==> src/rtl/lsu_ctrl.sv <==
`default_nettype none
// ============================================================================
//  Module   : lsu_ctrl
//  Purpose  : Memory-stage load/store unit: valid/ack bus master with byte
//             enables, load extension, misalignment and timeout detection.
//  Revision : 1.0  initial release
// ============================================================================
module lsu_ctrl #(
    parameter int DATA_WIDTH     = 32,
    parameter int ADDR_WIDTH     = 32,
    parameter int TIMEOUT_CYCLES = 16
) (
    input  logic                    i_clk,
    input  logic                    i_rst_n,
    input  logic                    i_req_valid,
    output logic                    o_req_ready,
    input  logic                    i_req_we,
    input  logic [1:0]              i_req_size,
    input  logic                    i_req_unsigned,
    input  logic [ADDR_WIDTH-1:0]   i_req_addr,
    input  logic [DATA_WIDTH-1:0]   i_req_wdata,
    input  logic [4:0]              i_req_rd,
    output logic                    o_rsp_valid,
    output logic [DATA_WIDTH-1:0]   o_rsp_rdata,
    output logic [4:0]              o_rsp_rd,
    output logic                    o_rsp_err,
    output logic                    o_bus_req,
    output logic                    o_bus_we,
    output logic [ADDR_WIDTH-1:0]   o_bus_addr,
    output logic [DATA_WIDTH-1:0]   o_bus_wdata,
    output logic [DATA_WIDTH/8-1:0] o_bus_be,
    input  logic                    i_bus_ack,
    input  logic [DATA_WIDTH-1:0]   i_bus_rdata
);

    localparam int c_BEW   = DATA_WIDTH / 8;
    localparam int c_L     = $clog2(c_BEW);
    localparam int c_CNT_W = (TIMEOUT_CYCLES > 1) ? $clog2(TIMEOUT_CYCLES) : 1;
    localparam logic [c_CNT_W-1:0] c_CNT_MAX =
        c_CNT_W'((TIMEOUT_CYCLES > 0) ? TIMEOUT_CYCLES - 1 : 0);
    localparam bit   c_HAS_DW = (DATA_WIDTH == 64);

    typedef enum logic [1:0] {
        ST_IDLE = 2'd0,
        ST_BUS  = 2'd1,
        ST_RESP = 2'd2
    } state_t;

    state_t                  r_state;
    state_t                  w_state_nxt;
    logic                    r_we;
    logic                    r_uns;
    logic [1:0]              r_size;
    logic [ADDR_WIDTH-1:0]   r_addr;
    logic [DATA_WIDTH-1:0]   r_wdata;
    logic [4:0]              r_rd;
    logic [DATA_WIDTH-1:0]   r_rsp_rdata;
    logic                    r_rsp_err;
    logic [c_CNT_W-1:0]      r_cnt;

    logic                    w_req_bad;
    logic                    w_in_bus;
    logic                    w_in_resp;
    logic                    w_ack;
    logic                    w_timeout;
    logic [c_L-1:0]          w_off;
    logic [c_BEW-1:0]        w_be;
    logic [DATA_WIDTH-1:0]   w_bus_wdata;
    logic [DATA_WIDTH-1:0]   w_shifted;
    logic [DATA_WIDTH-1:0]   w_top;
    logic [DATA_WIDTH-1:0]   w_load;
    logic [6:0]              w_pad;

    always_comb begin
        w_req_bad = 1'b0;
        case (i_req_size)
            2'd1:    w_req_bad = i_req_addr[0];
            2'd2:    w_req_bad = |i_req_addr[1:0];
            2'd3:    w_req_bad = !c_HAS_DW || (|i_req_addr[2:0]);
            default: w_req_bad = 1'b0;
        endcase
    end

    assign w_in_bus  = (r_state == ST_BUS);
    assign w_in_resp = (r_state == ST_RESP);
    assign w_ack     = w_in_bus && i_bus_ack;
    assign w_timeout = (TIMEOUT_CYCLES != 0) && w_in_bus && !i_bus_ack && (r_cnt == c_CNT_MAX);
    assign w_off     = r_addr[c_L-1:0];

    always_comb begin
        w_be        = '1;
        w_bus_wdata = r_wdata;
        w_pad       = 7'd0;
        case (r_size)
            2'd0: begin
                w_be        = c_BEW'(1) << w_off;
                w_bus_wdata = {c_BEW{r_wdata[7:0]}};
                w_pad       = 7'(DATA_WIDTH - 8);
            end
            2'd1: begin
                w_be        = c_BEW'(3) << w_off;
                w_bus_wdata = {(c_BEW/2){r_wdata[15:0]}};
                w_pad       = 7'(DATA_WIDTH - 16);
            end
            2'd2: begin
                w_be        = c_BEW'(15) << w_off;
                w_bus_wdata = {(c_BEW/4){r_wdata[31:0]}};
                w_pad       = 7'(DATA_WIDTH - 32);
            end
            default: begin
                w_be        = '1;
                w_bus_wdata = r_wdata;
                w_pad       = 7'd0;
            end
        endcase
    end

    // Park the selected field at the MSB, then shift back down to extend.
    always_comb begin
        w_shifted = i_bus_rdata >> {w_off, 3'b000};
        w_top     = w_shifted << w_pad;
        if (r_uns) begin
            w_load = w_top >> w_pad;
        end else begin
            w_load = $signed(w_top) >>> w_pad;
        end
    end

    always_comb begin
        w_state_nxt = r_state;
        case (r_state)
            ST_IDLE: if (i_req_valid) w_state_nxt = w_req_bad ? ST_RESP : ST_BUS;
            ST_BUS:  if (w_ack || w_timeout) w_state_nxt = ST_RESP;
            ST_RESP: w_state_nxt = ST_IDLE;
            default: w_state_nxt = ST_IDLE;
        endcase
    end

    always_ff @(posedge i_clk) begin
        if (!i_rst_n) begin
            r_state     <= ST_IDLE;
            r_we        <= 1'b0;
            r_uns       <= 1'b0;
            r_size      <= 2'd0;
            r_addr      <= '0;
            r_wdata     <= '0;
            r_rd        <= 5'd0;
            r_rsp_rdata <= '0;
            r_rsp_err   <= 1'b0;
            r_cnt       <= '0;
        end else begin
            r_state <= w_state_nxt;
            case (r_state)
                ST_IDLE: begin
                    if (i_req_valid) begin
                        r_we        <= i_req_we;
                        r_uns       <= i_req_unsigned;
                        r_size      <= i_req_size;
                        r_addr      <= i_req_addr;
                        r_wdata     <= i_req_wdata;
                        r_rd        <= i_req_rd;
                        r_rsp_rdata <= '0;
                        r_rsp_err   <= w_req_bad;
                        r_cnt       <= '0;
                    end
                end
                ST_BUS: begin
                    if (w_ack) begin
                        r_rsp_err   <= 1'b0;
                        r_rsp_rdata <= r_we ? '0 : w_load;
                    end else begin
                        r_cnt <= r_cnt + 1'b1;
                        if (w_timeout) begin
                            r_rsp_err   <= 1'b1;
                            r_rsp_rdata <= '0;
                        end
                    end
                end
                default: ;
            endcase
        end
    end

    assign o_req_ready = (r_state == ST_IDLE);
    assign o_bus_req   = w_in_bus;
    assign o_bus_we    = w_in_bus && r_we;
    assign o_bus_addr  = w_in_bus ? {r_addr[ADDR_WIDTH-1:c_L], {c_L{1'b0}}} : '0;
    assign o_bus_be    = w_in_bus ? w_be : '0;
    assign o_bus_wdata = w_in_bus ? w_bus_wdata : '0;
    assign o_rsp_valid = w_in_resp;
    assign o_rsp_rdata = w_in_resp ? r_rsp_rdata : '0;
    assign o_rsp_rd    = w_in_resp ? r_rd : 5'd0;
    assign o_rsp_err   = w_in_resp && r_rsp_err;

endmodule
`default_nettype wire

==> config.mk <==
export PLATFORM = sky130hd
export DESIGN_NAME = lsu_ctrl
export DESIGN_NICKNAME = d
export VERILOG_FILES = /design/src/rtl/lsu_ctrl.sv
export SDC_FILE = /design/constraint.sdc
export NUM_CORES = 1
export LEC_CHECK = 0
export CORE_ASPECT_RATIO = 2
export CORE_MARGIN = 2
export CORE_UTILIZATION = 47
export CTS_CLUSTER_DIAMETER = 120
export CTS_CLUSTER_SIZE = 12
export DETAILED_ROUTE_END_ITERATION = 8
export GPL_TIMING_DRIVEN = 0
export PLACE_DENSITY = 0.82
export SETUP_SLACK_MARGIN = 0.5
export SYNTH_ARGS = -nofsm -noshare
export SYNTH_HDL_FRONTEND = slang
export SYNTH_SLANG_ARGS = --single-unit
==> constraint.sdc <==
create_clock -name i_clk -period 2.5 [get_ports i_clk]
set_clock_uncertainty 0.15 [all_clocks]
set_input_delay 0.25 -clock i_clk [delete_from_list [all_inputs] [get_ports i_clk]]
set_output_delay 0.25 -clock i_clk [all_outputs]
set_load 0.02 [all_outputs]
* Word-level counts from Yosys, hierarchy flattened
Index checks and enable logic that the tools add are counted.
** Cells by class
- Multipliers :: 0
- Mux-type cells :: 26
- Equal/unequal tests :: 12
- Bitwise operators :: 0
- Add/sub/neg operators :: 1
- Reductions and logical operators :: 15
- Magnitude comparators :: 0
- Div/mod/pow operators :: 0
- Shift-type cells :: 7
** Operators by type and width (count)
- two-way mux 32 bit :: 8
- one-hot mux 32 bit (2 select lines) :: 2
- left shift 32 x 7 -> 32 bit :: 1
- right shift 32 x 5 -> 32 bit :: 1
- right shift 32 x 7 -> 32 bit :: 1
- >>> shifter 32 x 7 -> 32 bit :: 1
- two-way mux 4 bit :: 3
- one-hot mux 4 bit (3 select lines) :: 1
- one-hot mux 5 bit (2 select lines) :: 1
- == test 2 bit (second input constant) :: 4
- one-hot mux 4 bit (2 select lines) :: 1
- == test 2 x 1 -> 1 bit (second input constant) :: 3
- two-way mux 2 bit :: 3
- AND reduction 3 bit :: 2
- logical AND 1 bit :: 5
- two-way mux 5 bit :: 1
- adder 4 x 1 -> 4 bit (second input constant) :: 1
- == test 4 bit (second input constant) :: 1
- logical NOT 2 bit :: 2
- != test 2 bit (second input constant) :: 2
- one-hot mux 2 bit (2 select lines) :: 1
- AND reduction 2 bit :: 2
- left shift 1 x 2 -> 4 bit (first input constant) :: 1
- left shift 2 x 2 -> 4 bit (first input constant) :: 1
- other kinds (10) :: 12
** Storage, ports and cells
- Register bits after elaboration :: 112
- Logic and storage cells :: 71
- Bits in latches :: 0
- Memories kept :: 0
- Input port bits :: 109
- Bits in read-only memories :: 0
- Memory bits (writable) :: 0

* Depth between registers and ports, before layout
- Word-level depth :: 8
- Gate-level depth with buffers :: 10
- Depth with buffers taken out :: 7

* Least setup slack after synthesis
No wires, ideal clock.
- Path type :: register to output
- From :: register r_size[0]
- To :: output port o_bus_wdata[31]
- Required time :: 2100 ps
- Data arrival time :: 1922 ps
- Path buffers :: 3
- Setup slack :: 178 ps
- Cell stages (with the launch flop) :: 9
- Path through :: dfxtp_1 > inv_1 > ha_1 > buf_6 > buf_8 > nor2_1 > clkbuf_1 > nand2_1 > a31oi_1
** On the way
- Word-level cells in the longest chain between the ends :: 3
** RTL lines
- start, declared :: line 53 : logic [1:0] r_size;
- start signal, assigned :: line 158 : r_size <= i_req_size;
- == test 2 x 1 -> 1 bit / logical NOT 2 bit (equally long branches) :: line 94 : case (r_size)
- one-hot mux 32 bit (2 select lines) (*) :: line 94
- two-way mux 32 bit (*) :: line 189 : assign o_bus_wdata = w_in_bus ? w_bus_wdata : '0;
- end, declared :: line 30 : output logic [DATA_WIDTH-1:0] o_bus_wdata,
Every way passes the cells marked *; elsewhere a longest branch is shown, timed or not.

* Worst setup path after layout
- From :: register r_size[0]
- To :: register r_rsp_rdata[25]
** On the way
- Word-level cells in the longest chain between the ends :: 8
** RTL lines
- == test 2 x 1 -> 1 bit / logical NOT 2 bit (equally long branches) :: line 94
- one-hot mux 5 bit (2 select lines) (*) :: line 94
- left shift 32 x 7 -> 32 bit :: line 121 : w_top = w_shifted << w_pad;
- >>> shifter 32 x 7 -> 32 bit / right shift 32 x 7 -> 32 bit (equally long branches) :: line 125, 123
- two-way mux 32 bit (*) :: line 122 : if (r_uns) begin
- two-way mux 32 bit (*) :: line 170 : r_rsp_rdata <= r_we ? '0 : w_load;
- two-way mux 32 bit (*) :: line 168 : if (w_ack) begin
- one-hot mux 32 bit (2 select lines) (*) :: line 153 : case (r_state)
- end signal, assigned :: line 170
- end, declared :: line 57 : logic [DATA_WIDTH-1:0] r_rsp_rdata;
Marked as above.
A chain may end at the register's enable or synchronous reset.

==> results.json <==
{
  "status": "finished with violations",
  "violations": "negative setup slack",
  "firstDrtPassIters": 8,
  "insertion_delay_ns": 0.36,
  "ios": 219,
  "synth_edf_count": 0,
  "setup_tns_ns": -0.04645,
  "nets": 1310,
  "start_util_pct": 47.62,
  "p_int_mw": 3.519,
  "clkPwrFrac_pct": 26.8,
  "clk_pin_slew_ns": 0.08,
  "crit_path_end_kind": "register",
  "pwr-share-comb_pct": 37.3,
  "routed-via-count": 8520,
  "slew_violations": 0,
  "synth_top_cells_by_area": "dfxtp_1, nand2_1, a21oi_1",
  "detail-route-antenna-nets": 0,
  "ys_seq_area_share_pct": 34.08,
  "switching_share_pct": 35.78,
  "design.core.area_mm2": 0.01381,
  "path_cells": "inv_4 > ha_4 > buf_4 > buf_6 > buf_4 > and2_4 > o21a_4 > buf_6 > nor3_4 > o32ai_2 > a32o_1",
  "final_hold_viol_count": 0,
  "required_ns": 2.61,
  "rsz0062_at_grt": "true",
  "slowest_stage": "dfxtp_4",
  "setup_viol": 4,
  "syn_inst": 885,
  "fillers": 918,
  "cp_max_fo": 4,
  "power.density_mw_per_mm2": 493.1,
  "yosysUniqueCellTypes": 64,
  "leakage_nw": 4.611,
  "cts_buffers": 9,
  "antenna_found_initial": 1,
  "routabilityCongestion": 1.032,
  "slew_headroom_pct": 46.99,
  "dieArea_mm2": 0.01502,
  "routed_wl_um": 33340,
  "grt_pass1_vias": 8156,
  "crit_type": "register to register",
  "grt_util_all_layers_pct": 39.73,
  "die_w_um": 87.66,
  "synth_ff_type": "dfxtp_1",
  "worstMarginPinSlew_ns": 0.7868,
  "hpwlAfterDp_um": 20530,
  "cts_tree": "yes",
  "portBuffers": 215,
  "peakVddDrop_uv": 405.2,
  "start_kind": "register",
  "p_total_mw": 5.479,
  "root_buffer": "clkbuf_16",
  "period_minus_slack_ns": 2.529,
  "cp_top_family": "compound AO/OA/AOI/OAI gates",
  "area_delta_synth_final_pct": 68.90,
  "synth_top_area_share_pct": 34.08,
  "netlist_area_mm2": 0.006579,
  "dieHeight_um": 171.3,
  "crit_arrival_ns": 2.64,
  "period_share_pct": 101.2,
  "grt_pass1_wl_um": 44640,
  "cap_violations": 0,
  "whs_ns": 0.2774,
  "synth-seq-cells": 112,
  "seq_power_share_pct": 35.8,
  "postSynthAreaPerCell_um2": 7.434,
  "routed_via_density": 6.134,
  "antennaDiodeCount": 0,
  "synth.largest_area_cell": "dfxtp_1",
  "drc": 0,
  "switchingPower_mw": 1.960,
  "grt_max_degree": 20,
  "drive_gt1_share_pct": 36.42,
  "cpPeakStageDelay_ns": 0.41,
  "holdCritPathClass": "input pin to register",
  "htree_levels": 3,
  "fmax_mhz": 395.4,
  "setup_slack_ns": -0.02893,
  "row_count": 61,
  "worst-path-buf-inv": 5,
  "synth_async_sr_flop_share_pct": 0,
  "ctsLongestPathBuffers": 2,
  "ys_warn_count": 0,
  "clock_sinks": 112,
  "gr-total-overflow": 0,
  "wl_per_cell_um": 24.00,
  "drt_iter0_markers": 778
}
power by group through the flow:
stage	logic, mW	clock network, mW	registers, mW
CTS	1.67	1.44	1.95
global placement	1.30	0	1.98
global route	2.12	1.52	1.97
floorplan	0.784	0	1.96
finish	2.05	1.47	1.96
detailed placement	1.31	0	1.98
per-stage QoR:
| step | cells | instance area, um2 | worst slack (ns) | util, % |
|---|---|---|---|---|
| after floorplan | 886 | 6873 | 0.5034 | - |
| after global placement | 1290 | 9261 | -0.4579 | 67.04 |
| after detailed placement | 1290 | 9261 | -0.4683 | 67.04 |
| after CTS | 1361 | 10770 | 0.1086 | 77.98 |
| after global routing | 1389 | 11110 | -0.1309 | 80.44 |
| final | 1389 | 11110 | -0.02893 | 80.44 |
placed cells by master, fill, tap and decap left out, types with 17 or more instances in the layout:
cell type        count
nand2_4             19
buf_4               90
and2_1              73
nand2_2             17
a21oi_1             96
clkdlybuf4s50_1    107
nor2_1              28
clkbuf_2            42
buf_2               28
dfxtp_1            104
nand2_1            191
mux2i_1             31
buf_6               50
area by class of cell:
class	count	area (um2)	share of cell area, %
repair buffers	298	2724	24.51
inverters	8	42.54	0.3828
multi-input cells	694	4876	43.88
clock buffers	10	239.0	2.151
clock inverters	6	52.55	0.4729
well taps	189	236.5	2.128
plain buffers	72	681.9	6.137
flip-flops and latches	112	2260	20.34
flip-flops by register name, summed over array words and instances (netlist names):
signal,cells
r_addr,32
r_rsp_rdata,32
r_state,2
r_rsp_err,1
r_size,2
r_uns,1
r_rd,5
r_wdata,32
r_we,1
r_cnt,4
per-layer routing:
metal	vias to the layer above	part of all wire, %	routed length (um)	track usage (%)
met4	2	12	3840	34.72
met2	698	49	16240	68.54
met5	-	0.057	19	0
met1	3901	29	9818	36.61
li1	3645	-	-	-
met3	274	10	3415	11.56
cells in the mapped netlist, types with 3 or more instances:
master,number
mux2i_1,37
a221oi_1,5
buf_2,20
o21a_1,4
o21ai_0,23
a211oi_1,5
o21ai_1,7
buf_1,11
ha_1,6
buf_4,4
a31oi_1,9
nand2b_1,6
nor3_1,15
mux2_2,8
xor2_1,3
clkbuf_1,34
nand3_1,16
a21oi_1,121
a22oi_1,9
nor2b_1,13
inv_1,8
nor2_1,36
dfxtp_1,112
nand2_1,228
a22o_1,4
a32o_1,3
a221o_1,4
mux4_2,4
and2_1,80
a21o_1,3
a211o_1,3
path summary, 6_finish.rpt:
check	start	endpoint	slack, ns	depth (start not counted)
worst min-delay path	i_req_addr[11]	r_addr[11]	0.28	3
worst max-delay path	r_size[0]	r_rsp_rdata[25]	-0.03	11
worst max register to register	r_size[0]	r_rsp_rdata[25]	-0.03	11
worst min register to register	r_addr[12]	r_addr[12]	0.30	2
tightest hold or removal path: cells and delay by family:
family	cells	cell delay, ns
buffers and inverters	1	0.39
and+or+nand+nor	1	0.05
AOI/OAI and AO/OA	1	0.05
kinds of logic (layout without fill, tap and decap cells):
| family | Yosys count | count (layout) | share of synthesized area [%] |
|---|---|---|---|
| xor gates and xnor gates | 4 | 4 | 0.5326 |
| DFF | 112 | 112 | 34.08 |
| and+or+nand+nor | 407 | 407 | 28.68 |
| adders and majority gates | 6 | 6 | 1.141 |
| other | 1 | 2 | 0.05700 |
| AOI/OAI and AO/OA | 225 | 225 | 21.28 |
| buffers and inverters | 80 | 394 | 5.630 |
| muxes | 50 | 50 | 8.597 |
what timing repair did:
item / CTS / global route
buffers inserted: 51 / 26
pin swaps: 54 / 40
endpoints found under the hold margin: 0 / 0
cloned: 4 / 2
endpoints found under the setup margin: 189 / 196
resized for setup: 557 / 246
hold buffers: 0 / 0
No activity file was read; power rests on OpenSTA's default activity.
